File: config.mk
export PLATFORM = sky130hd
export DESIGN_NAME = audio_sample_mixer
export DESIGN_NICKNAME = d
export VERILOG_FILES = /design/src/rtl/audio_sample_mixer.sv
export SDC_FILE = /design/constraint.sdc
export NUM_CORES = 1
export LEC_CHECK = 0
export CAP_MARGIN = 20
export CORE_UTILIZATION = 62
export CTS_BUF_LIST = sky130_fd_sc_hd__clkbuf_8
export DETAILED_ROUTE_END_ITERATION = 8
export PLACE_DENSITY = 0.88
export SYNTH_ARGS = -nofsm -noshare
export SYNTH_HDL_FRONTEND = slang
export SYNTH_SLANG_ARGS = --single-unit
File: constraint.sdc
create_clock -name clk -period 6.4 [get_ports clk]
set_input_delay 1.6 -clock clk [delete_from_list [all_inputs] [get_ports clk]]
set_output_delay 1.6 -clock clk [all_outputs]
set_load 0.05 [all_outputs]
File: src/rtl/audio_sample_mixer.sv
// Audio mixer in the pixel clock domain: 44.1 kHz strobe, speaker pulse envelope,
// and a three-stage saturating stereo mix feeding the HDMI audio input.
module audio_sample_mixer #(
    parameter int          CLOCK_SPEED_HZ = 27_000_000,
    parameter int          AUDIO_RATE     = 44100,
    parameter int          SPEAKER_HOLD   = 255,
    parameter logic [15:0] SPEAKER_LEVEL  = 16'h2000,
    parameter int          MB_SHIFT       = 4
) (
    input  logic        clk,
    input  logic        rst_n,
    input  logic        speaker_toggle_i,
    input  logic        speaker_en_i,
    input  logic        mute_i,
    input  logic [15:0] ssp_audio_i,
    input  logic [9:0]  mb_audio_l_i,
    input  logic [9:0]  mb_audio_r_i,
    input  logic        clip_clr_i,
    output logic        clk_audio_o,
    output logic [15:0] sample_l_o,
    output logic [15:0] sample_r_o,
    output logic        sample_valid_o,
    output logic        clip_o
);
    localparam int DIV   = CLOCK_SPEED_HZ / AUDIO_RATE;
    localparam int DIV_W = (DIV > 1) ? $clog2(DIV) : 1;
    localparam logic [DIV_W-1:0] DIV_LAST = DIV_W'(DIV - 1);

    logic [DIV_W-1:0] r_divCnt;
    logic             r_clkAudio;
    logic             w_tick;

    logic       r_spkSync1, r_spkSync2, r_spkPrev;
    logic       r_spkPending, r_spkLevel;
    logic [7:0] r_spkCnt;
    logic       w_spkEdge, w_spkReload, w_spkLevelNext;
    logic [7:0] w_spkCntNext;
    logic [15:0] w_spkTerm;

    logic [17:0] r_s1Ssp, r_s1MbL, r_s1MbR, r_s1Spk;
    logic        r_s2Valid;
    logic [17:0] r_s2SumL, r_s2SumR;
    logic        w_satL, w_satR, w_clipSet;

    logic [15:0] r_sampleL, r_sampleR;
    logic        r_sampleValid, r_clip;

    assign w_tick = (r_divCnt == DIV_LAST);

    always_ff @(posedge clk or negedge rst_n) begin
        if (!rst_n) begin
            r_divCnt   <= '0;
            r_clkAudio <= 1'b0;
        end else begin
            r_divCnt   <= w_tick ? '0 : r_divCnt + DIV_W'(1);
            r_clkAudio <= w_tick;
        end
    end

    assign w_spkEdge   = r_spkSync2 ^ r_spkPrev;
    assign w_spkReload = r_spkPending | w_spkEdge;

    // An edge seen in the tick cycle itself is folded into that tick's reload.
    always_comb begin
        w_spkCntNext   = r_spkCnt;
        w_spkLevelNext = r_spkLevel;
        if (w_tick) begin
            if (w_spkReload) begin
                w_spkCntNext   = 8'(SPEAKER_HOLD);
                w_spkLevelNext = r_spkSync2;
            end else if (r_spkCnt != 8'd0) begin
                w_spkCntNext = r_spkCnt - 8'd1;
            end
        end
    end

    assign w_spkTerm = (speaker_en_i && w_spkLevelNext && (w_spkCntNext != 8'd0))
                       ? SPEAKER_LEVEL : 16'h0000;

    always_ff @(posedge clk or negedge rst_n) begin
        if (!rst_n) begin
            r_spkSync1   <= 1'b0;
            r_spkSync2   <= 1'b0;
            r_spkPrev    <= 1'b0;
            r_spkPending <= 1'b0;
            r_spkLevel   <= 1'b0;
            r_spkCnt     <= 8'd0;
        end else begin
            r_spkSync1 <= speaker_toggle_i;
            r_spkSync2 <= r_spkSync1;
            r_spkPrev  <= r_spkSync2;
            r_spkCnt   <= w_spkCntNext;
            r_spkLevel <= w_spkLevelNext;
            if (w_tick) begin
                r_spkPending <= 1'b0;
            end else if (w_spkEdge) begin
                r_spkPending <= 1'b1;
            end
        end
    end

    assign w_satL    = (r_s2SumL > 18'h0FFFF);
    assign w_satR    = (r_s2SumR > 18'h0FFFF);
    assign w_clipSet = r_s2Valid && !mute_i && (w_satL || w_satR);

    // Capture on the strobe edge, sum one cycle later, saturate/mute on the third.
    always_ff @(posedge clk or negedge rst_n) begin
        if (!rst_n) begin
            r_s1Ssp       <= '0;
            r_s1MbL       <= '0;
            r_s1MbR       <= '0;
            r_s1Spk       <= '0;
            r_s2Valid     <= 1'b0;
            r_s2SumL      <= '0;
            r_s2SumR      <= '0;
            r_sampleL     <= '0;
            r_sampleR     <= '0;
            r_sampleValid <= 1'b0;
            r_clip        <= 1'b0;
        end else begin
            if (w_tick) begin
                r_s1Ssp <= 18'(ssp_audio_i);
                r_s1MbL <= 18'(mb_audio_l_i) << MB_SHIFT;
                r_s1MbR <= 18'(mb_audio_r_i) << MB_SHIFT;
                r_s1Spk <= 18'(w_spkTerm);
            end
            r_s2Valid <= r_clkAudio;
            if (r_clkAudio) begin
                r_s2SumL <= r_s1Ssp + r_s1MbL + r_s1Spk;
                r_s2SumR <= r_s1Ssp + r_s1MbR + r_s1Spk;
            end
            r_sampleValid <= r_s2Valid;
            if (r_s2Valid) begin
                if (mute_i) begin
                    r_sampleL <= 16'h0000;
                    r_sampleR <= 16'h0000;
                end else begin
                    r_sampleL <= w_satL ? 16'hFFFF : r_s2SumL[15:0];
                    r_sampleR <= w_satR ? 16'hFFFF : r_s2SumR[15:0];
                end
            end
            if (w_clipSet) begin
                r_clip <= 1'b1;
            end else if (clip_clr_i) begin
                r_clip <= 1'b0;
            end
        end
    end

    assign clk_audio_o    = r_clkAudio;
    assign sample_l_o     = r_sampleL;
    assign sample_r_o     = r_sampleR;
    assign sample_valid_o = r_sampleValid;
    assign clip_o         = r_clip;

endmodule

Word-level counts from Yosys, hierarchy flattened

Cells that the tools add are included.

Bits in registers: 147
Input port bits: 42
Output and inout bits: 35
Logic and storage cells: 55

Add/subtract/negate cells: 6
Order comparisons: 2
Equality and inequality tests: 1
Muxes and demuxes: 15
Bitwise gates (word level): 2
Reductions and logical operators: 10

Operator list:

| cell                                                             | count |
|---|---|
| two-way mux 16 bit                                               | 4 |
| adder 17 x 16 -> 18 bit                                          | 2 |
| greater-than comparator 18 x 16 -> 1 bit (second input constant) | 2 |
| adder 16 x 14 -> 17 bit                                          | 2 |
| two-way mux 8 bit                                                | 3 |
| nonzero test 8 bit                                               | 2 |
| two-way mux 14 bit                                               | 1 |
| adder 10 x 1 -> 10 bit (second input constant)                   | 1 |
| == test 10 bit (second input constant)                           | 1 |
| two-way mux 10 bit                                               | 1 |
| subtractor 8 x 1 -> 8 bit (second input constant)                | 1 |
| two-way mux 1 bit                                                | 6 |
| logical AND 1 bit                                                | 4 |
| nonzero test 2 bit                                               | 2 |
| logical NOT 1 bit                                                | 1 |
| logical OR 1 bit                                                 | 1 |
| OR 1 bit                                                         | 1 |
| XOR 1 bit                                                        | 1 |

Depth between registers and ports, before layout

Gate-level depths: netlist of run 1.

Depth in word-level cells: 7
Gate-level depth with buffers: 11
Depth with buffers taken out: 11

Worst setup path before layout of run 1

No wires, ideal clock.

Kind: flip-flop to flip-flop
From: register r_s1Ssp[5]
To: register r_s2SumL[13]
Data arrival time: 2564 ps
Required time: 6305 ps
Slack: 3740 ps
Cell stages (with the launch flop): 11
Clock period less this slack: 2660 ps
Cells stage by stage: dfrtp_1 ha_1 ha_1 fa_1 a21o_1 a21oi_1 nor2b_1 o311a_1 o21a_1 o21a_1 o31ai_1

Word-level cells in the longest chain between the ends: 2

RTL lines:

| item                     | RTL line | source |
|---|---|---|
| start: declaration       | 40       | `logic [17:0] r_s1Ssp, r_s1MbL, r_s1MbR, r_s1Spk;` |
| start signal: assignment | 122      | `r_s1Ssp <= 18'(ssp_audio_i);` |
| adder 16 x 14 -> 17 bit  | 129      | `r_s2SumL <= r_s1Ssp + r_s1MbL + r_s1Spk;` |
| adder 17 x 16 -> 18 bit  | 129      |  |
| end signal: assignment   | 129      |  |
| end: declaration         | 42       | `logic [17:0] r_s2SumL, r_s2SumR;` |

No other way between the ends.
A chain may end at the register's enable or synchronous reset.

Worst setup path in the final report of run 1

From: register r_sampleR[6] (netlist: sample_r_o[6])
To: output port sample_r_o[6]

RTL lines:

| item                     | RTL line | source |
|---|---|---|
| start: declaration       | 45       | `logic [15:0] r_sampleL, r_sampleR;` |
| start signal: assignment | 139      | `r_sampleR <= w_satR ? 16'hFFFF : r_s2SumR[15:0];` |
| end: declaration         | 21       | `output logic [15:0] sample_r_o,` |

No word-level cell between the ends.

==> results of run 1 <==
-- cells by family (layout without fill, tap and decap cells) --
kind of cell	Yosys count	after routing	synth area share
XOR/XNOR	19	19	0.0269
multiplexers	19	19	0.0344
flip-flops	126	126	0.510
AND/OR/NAND/NOR	247	247	0.173
adder cells (fa/ha/maj)	45	45	0.0959
AO/OA/AOI/OAI	112	112	0.129
buffers and inverters	52	136	0.0315
-- power groups by stage --
stage	logic [uW]	clock network, uW	registers, uW
floorplan	3.66	0	813
global placement	43.8	0	813
detailed placement	44.5	0	813
CTS	44.8	654	798
global route	50.2	687	797
finish	44.9	648	798
-- cells in the final DEF, fill, tap and decap left out, types with 2 or more instances in the layout --
master	n
a2bb2oi_1	3
o41ai_1	3
ha_1	41
buf_4	5
nor2b_1	8
nand3_1	8
o31a_1	3
nor3_1	6
xor2_1	6
a21boi_0	2
o211ai_1	2
inv_1	25
clkbuf_8	17
nand2_1	146
o31ai_1	35
nor4_1	4
a221o_2	2
mux2_2	18
xnor2_1	13
clkinvlp_4	2
bufinv_16	2
o32ai_1	2
a21o_1	7
clkinv_2	5
a22o_1	2
clkdlybuf4s50_1	75
dfrtp_1	126
o21ai_0	17
o2111ai_1	2
a211oi_1	3
or3_1	3
fa_1	4
a31oi_1	3
o21a_1	5
a21oi_1	13
or2_2	2
nor2_1	54
or4_1	4
-- stage by stage --
step,util,hold WS (ns),worst slack [ns],instances
after floorplan,-,0.331,3.74,620
after global placement,0.723,0.334,3.23,804
after detailed placement,0.723,0.367,3.18,804
after CTS,0.761,0.384,3.13,836
after global routing,0.762,0.410,3.04,837
final,0.762,0.381,3.15,837
-- state kept, by name (all words and copies together), names as in the netlist --
register / cells
r_s1MbL: 10
r_spkPrev: 1
r_s2SumR: 13
sample_r_o: 16
r_spkPending: 1
r_s1MbR: 10
r_spkSync1: 1
r_spkSync2: 1
r_spkCnt: 8
r_s1Ssp: 16
r_s1Spk: 1
clip_o: 1
r_s2Valid: 1
r_divCnt: 10
r_spkLevel: 1
clk_audio_o: 1
sample_valid_o: 1
r_s2SumL: 17
sample_l_o: 16
-- routing by layer --
metal	routed length, um	track usage	vias up
li1	-	-	2292
met1	6010	0.386	2367
met2	6470	0.439	174
met3	716	0.0609	26
met4	291	0.107	0
met5	0	0	-
-- path summary, 6_finish.rpt --
path                                              to  slack [ns]  cells past startpoint
max                                    sample_r_o[6]        3.15                      1
min                             r_spkSync2$_DFF_PN0_        0.38                      0
max reg2reg                  r_s1Spk[13]$_DFFE_PN0N_        3.24                     10
min reg2reg                     r_spkSync2$_DFF_PN0_        0.38                      0
max in group asynchronous        r_spkPrev$_DFF_PN0_        3.95                      2
min in group asynchronous  sample_r_o[0]$_DFFE_PN0P_        1.28                      1
-- layout make-up --
class / instances / area [sq um] / area share
flip-flops and latches: 126 / 3150 / 0.425
multi-input cells: 442 / 2840 / 0.383
well taps: 133 / 166 / 0.0224
inverters: 23 / 86.3 / 0.0116
clock inverters: 15 / 133 / 0.0179
clock buffers: 17 / 234 / 0.0316
repair buffers: 81 / 803 / 0.108
==> results.toml, run 1 <==
[yosys]
synth_flop_cell = "dfrtp_1"
synth.distinct_cells = 56
ys_seq_area_frac = 0.510
synth_commonest_cells = "146 x nand2_1, 126 x dfrtp_1, 54 x nor2_1"
ys_ff_latch = 126
syn_nets = 707
synth_top_area_share = 0.510
yosysTopAreaCell = "dfrtp_1"
yosys-top-cells-area = "dfrtp_1 51%, nand2_1 8.9%, ha_1 8.3%"
synth_area_per_cell_sq_um = 9.98
yosysMostFrequentCell = "nand2_1"
synth_cells = 620
synthArstFlopShare = 1.00
yosysWarnings = 0
synth_edf_count = 0
netlist_area_sq_um = 6190

[power_and_ir_drop]
p_total_uw = 1490
p_int_uw = 1160
pwr-share-comb = 0.030
clockPowerShare = 0.435
p_seq_frac = 0.535
switchingPower_uw = 333
power-per-cell-area_nw_per_um2 = 201
swShare = 0.223
ir_drop_v = 0.000150
leakagePower_uw = 0.00343

[floorplanning]
io_pins = 77
die_h_um = 102
fp.dieArea_sq_um = 10400
die-width_um = 102
fp-row-count = 36
start_util = 0.636
coreArea_sq_um = 9730

[place]
dp.final_hpwl_um = 9370
port_buffers = 76
routabilityCongestion = 0.870
placed_area_sq_um = 7030

[final_layout]
syn2layout_area_growth_pct = 19.8
fill_cells = 639
drive_above_1_share = 0.0923
final_area_sq_um = 7410
num_antenna_cells = 0
nets = 778

[drt]
totalWireLength_um = 13500
vias = 4859
drtIter0Drc = 213
drt_pass1_iterations = 7
ant_nets = 0
wl_per_cell_um = 16.1
drc_errors = 0
routed_via_density = 5.81

[sta]
relSlewSlack = 0.344
final_max_slew_viol_count = 0
worst_clock_skew_ns = 0.00673
worstMarginPinSlew_ns = 0.983
finalCritPeriodShare = 0.507
max_freq_mhz = 308
min_period_ns = 3.25
rsz0062_at_grt = "no"
hold_violations = 0
final.setup.tns_ns = 0
finalSetupViolCount = 0

[cts]
clkTransAtPathRegs_ns = 0.07
post-cts-setup-buffer-count = 0
cts-root-buf = "clkbuf_8"
post_cts_resized = 0
clk_path_buf_depth = 2
htreeDepth = 4
cts_buffers = 17
ctsHoldBuffers = 0
cts.sinks = 126
cts_tree = "yes"
worstSkewPairLatency_ns = 0.44

[setup_path]
critPathTopFamily = "buffers and inverters"
crit_fanout = 2
crit_path_start = "sample_r_o[6]$_DFFE_PN0P_"
cp.required_ns = 4.80
crit_chain = "clkdlybuf4s50_1"
startpoint_type = "flip-flop"
r2r_start = "r_divCnt[0]$_DFF_PN0_"
critPathCaptureType = "primary output"
worstPathArrival_ns = 1.65
cp.buffers_inverters = 1
crit_type = "flip-flop to primary output"
slowest_stage = "clkdlybuf4s50_1"
slowest_delay_ns = 0.83

[global_route]
antenna_found_initial = 0
grt_max_degree = 77
grt_usage = 0.279
gr-total-overflow = 0
grt_pass1_wl_um = 21800
grt_pass1_vias = 4496

[outcome]
status = "completed"

[min_path]
min_path_type = "flip-flop to flip-flop"
min_from = "r_spkSync1$_DFF_PN0_"

[run]
cap_violations = 0
Power figures use the tool's default switching activity.
==> run 2, diff against run 1 <==
--- a/config.mk
+++ b/config.mk
@@ -6,10 +6,10 @@
 export NUM_CORES = 1
 export LEC_CHECK = 0
 export CAP_MARGIN = 20
-export CORE_UTILIZATION = 62
+export CORE_UTILIZATION = 52
 export CTS_BUF_LIST = sky130_fd_sc_hd__clkbuf_8
 export DETAILED_ROUTE_END_ITERATION = 8
-export PLACE_DENSITY = 0.88
+export PLACE_DENSITY = 0.78
 export SYNTH_ARGS = -nofsm -noshare
 export SYNTH_HDL_FRONTEND = slang
 export SYNTH_SLANG_ARGS = --single-unit
==> constraint.sdc (replaced) <==
create_clock -name clk -period 2.7 [get_ports clk]
set_input_delay 0.675 -clock clk [delete_from_list [all_inputs] [get_ports clk]]
set_output_delay 0.675 -clock clk [all_outputs]
set_load 0.05 [all_outputs]
==> run 2 against run 1 <==
Effect of this change:
- the run now ends with design-rule violations left
- final area increased by 3.6%
- via count is essentially flat
- hold slack got worse by 0.22 ns
- register-to-register slack lost 3.2 ns
- critical path type is now flip-flop to flip-flop
- first-iteration DRC count grew 26%
==> results.toml, run 2 (synthesis results as in run 1) <==
[outcome]
status = "finished, violations left"
violations = "design-rule violations"

[power_and_ir_drop]
clockPowerShare = 0.447
pwr-share-comb = 0.031
p_seq_frac = 0.522
switchingPower_uw = 830
leakagePower_uw = 0.00353
p_int_uw = 2790
ir_drop_v = 0.000334
swShare = 0.229
power-per-cell-area_nw_per_um2 = 471
p_total_uw = 3620

[global_route]
antenna_found_initial = 0
grt_pass1_wl_um = 23800
gr-total-overflow = 0
grt_usage = 0.247
grt_pass1_vias = 4856
grt_max_degree = 66

[place]
dp.final_hpwl_um = 9830
post-place-ws_ns = -0.0799
placed_area_sq_um = 7190
routabilityCongestion = 0.884
port_buffers = 76

[sta]
relSlewSlack = 0.334
finalCritPeriodShare = 0.976
worst_clock_skew_ns = 0.0128
worstMarginPinSlew_ns = 0.998
max_freq_mhz = 379
setup_ws_ns = 0.0635
hold_violations = 0
finalSetupViolCount = 0
final.setup.tns_ns = 0
min_period_ns = 2.64
final_max_slew_viol_count = 0
rsz0062_at_grt = "yes"

[floorplanning]
fp-row-count = 39
coreArea_sq_um = 11500
die-width_um = 111
die_h_um = 111
io_pins = 77
fp.dieArea_sq_um = 12300
start_util = 0.537

[setup_path]
r2r_slack_ns = 0.06
critPathTopFamily = "compound AO/OA/AOI/OAI gates"
r2r-end = "r_s2SumL[13]$_DFFE_PN0P_"
critPathCaptureType = "flip-flop"
crit_fanout = 3
crit_chain = "ha_1 > ha_2 > fa_2 > a21o_1 > a21oi_2 > nor2b_1 > o311a_1 > o21a_1 > nor3_1 > o31ai_2"
cp.buffers_inverters = 0
slowest_stage = "dfrtp_1"
r2r_start = "r_s1Ssp[5]$_DFFE_PN0N_"
cp.required_ns = 3.02
worstPathArrival_ns = 2.96
crit_type = "flip-flop to flip-flop"
reg2reg_depth = 10
slowest_delay_ns = 0.38
startpoint_type = "flip-flop"

[cts]
clkTransAtPathRegs_ns = 0.07
htreeDepth = 4
worstSkewPairLatency_ns = 0.46
cts_tree = "yes"
cts.sinks = 126
clk_path_buf_depth = 2
cts-root-buf = "clkbuf_8"
cts_buffers = 17

[final_layout]
fin_util = 0.667
syn2layout_area_growth_pct = 24.2
nets = 795
regMostFlops = "r_s2SumL"
layout.cells.most_common = "nand2_1"
most-common-layout-cells = "146 x nand2_1, 126 x dfrtp_1, 74 x clkdlybuf4s50_1, 54 x nor2_1, 38 x ha_1"
final_area_sq_um = 7680
largest_reg_flops = 17
drive_above_1_share = 0.146
num_antenna_cells = 0

[run]
cap_violations = 0

[drt]
totalWireLength_um = 14100
drtIter0Drc = 268
top_layer_used = "met4"
wl_met2_um = 6590
drt_pass1_iterations = 7
wl_per_cell_um = 16.3
ant_nets = 0
wl_met1_um = 6470
met3WireLength_um = 672
routed_via_density = 5.62
drc_errors = 18
vias = 4857

[min_path]
min_path_type = "input pin to async pin"
==> run 2: cell count changes in the layout (fill, tap and decap cells not counted), sizes merged <==
cell           delta
clkdlybuf4s50     -1
clkbuf            +1
inv               -4
clkinvlp          +1
buf              +18
clkinv            +2
==> run 2: metrics by stage <==
step | hold slack (ns) | std cells
after detailed placement | 0.336 | 829
after global routing | 0.168 | 864
after CTS | 0.155 | 861
after global placement | 0.336 | 829
after floorplan | 0.331 | 620
final | 0.163 | 864
==> run 2: what timing repair did <==
item | CTS | global route
hold buffers | 0 | 0
buffers inserted | 0 | 3
pin swaps | 1 | 9
endpoints found under the setup margin | 3 | 8
gates resized for setup | 5 | 16
==> run 2: worst reg2reg max path: cells and delay by family (launching register included) <==
kind	cells	cell delay [ns]
and+or+nand+nor	2	0.26
adders and majority gates	3	0.88
DFF	1	0.38
AOI/OAI and AO/OA	5	0.98
==> run 2: worst max path at each step <==
stage,end,start,cells after the start
2_1_floorplan,r_s2SumL[13]$_DFFE_PN0P_,r_s1Ssp[5]$_DFFE_PN0N_,10
3_3_place_gp,r_s2SumL[15]$_DFFE_PN0P_,r_s1Ssp[5]$_DFFE_PN0N_,10
3_5_place_dp,r_s2SumL[15]$_DFFE_PN0P_,r_s1Ssp[5]$_DFFE_PN0N_,10
4_1_cts,r_s2SumR[15]$_DFFE_PN0P_,r_s1Ssp[5]$_DFFE_PN0N_,12
5_1_grt,r_s2SumL[13]$_DFFE_PN0P_,r_s1Ssp[5]$_DFFE_PN0N_,10
6_report,r_s2SumL[13]$_DFFE_PN0P_,r_s1Ssp[5]$_DFFE_PN0N_,10
==> run 2: area by class of cell <==
cell class              count  area (sq um)
multi-input cells         442          2910
clock inverters            14           144
inverters                  23          90.1
clock buffers              18           248
repair buffers             98           958
flip-flops and latches    126          3150
well taps                 143           179
fillers                   942          3830
==> run 2: layer usage <==
layer,up-vias,global-route usage
met1,2374,0.325
met4,0,0.116
li1,2318,-
met5,-,0
met2,135,0.393
met3,30,0.0514
==> run 2: power groups by stage <==
stage / clock (uW) / combinational, uW / sequential, uW
after global placement: 0 / 114 / 1930
after floorplan: 0 / 8.67 / 1930
after detailed placement: 0 / 115 / 1930
after global routing: 1740 / 125 / 1890
final: 1620 / 113 / 1890
after CTS: 1640 / 116 / 1890
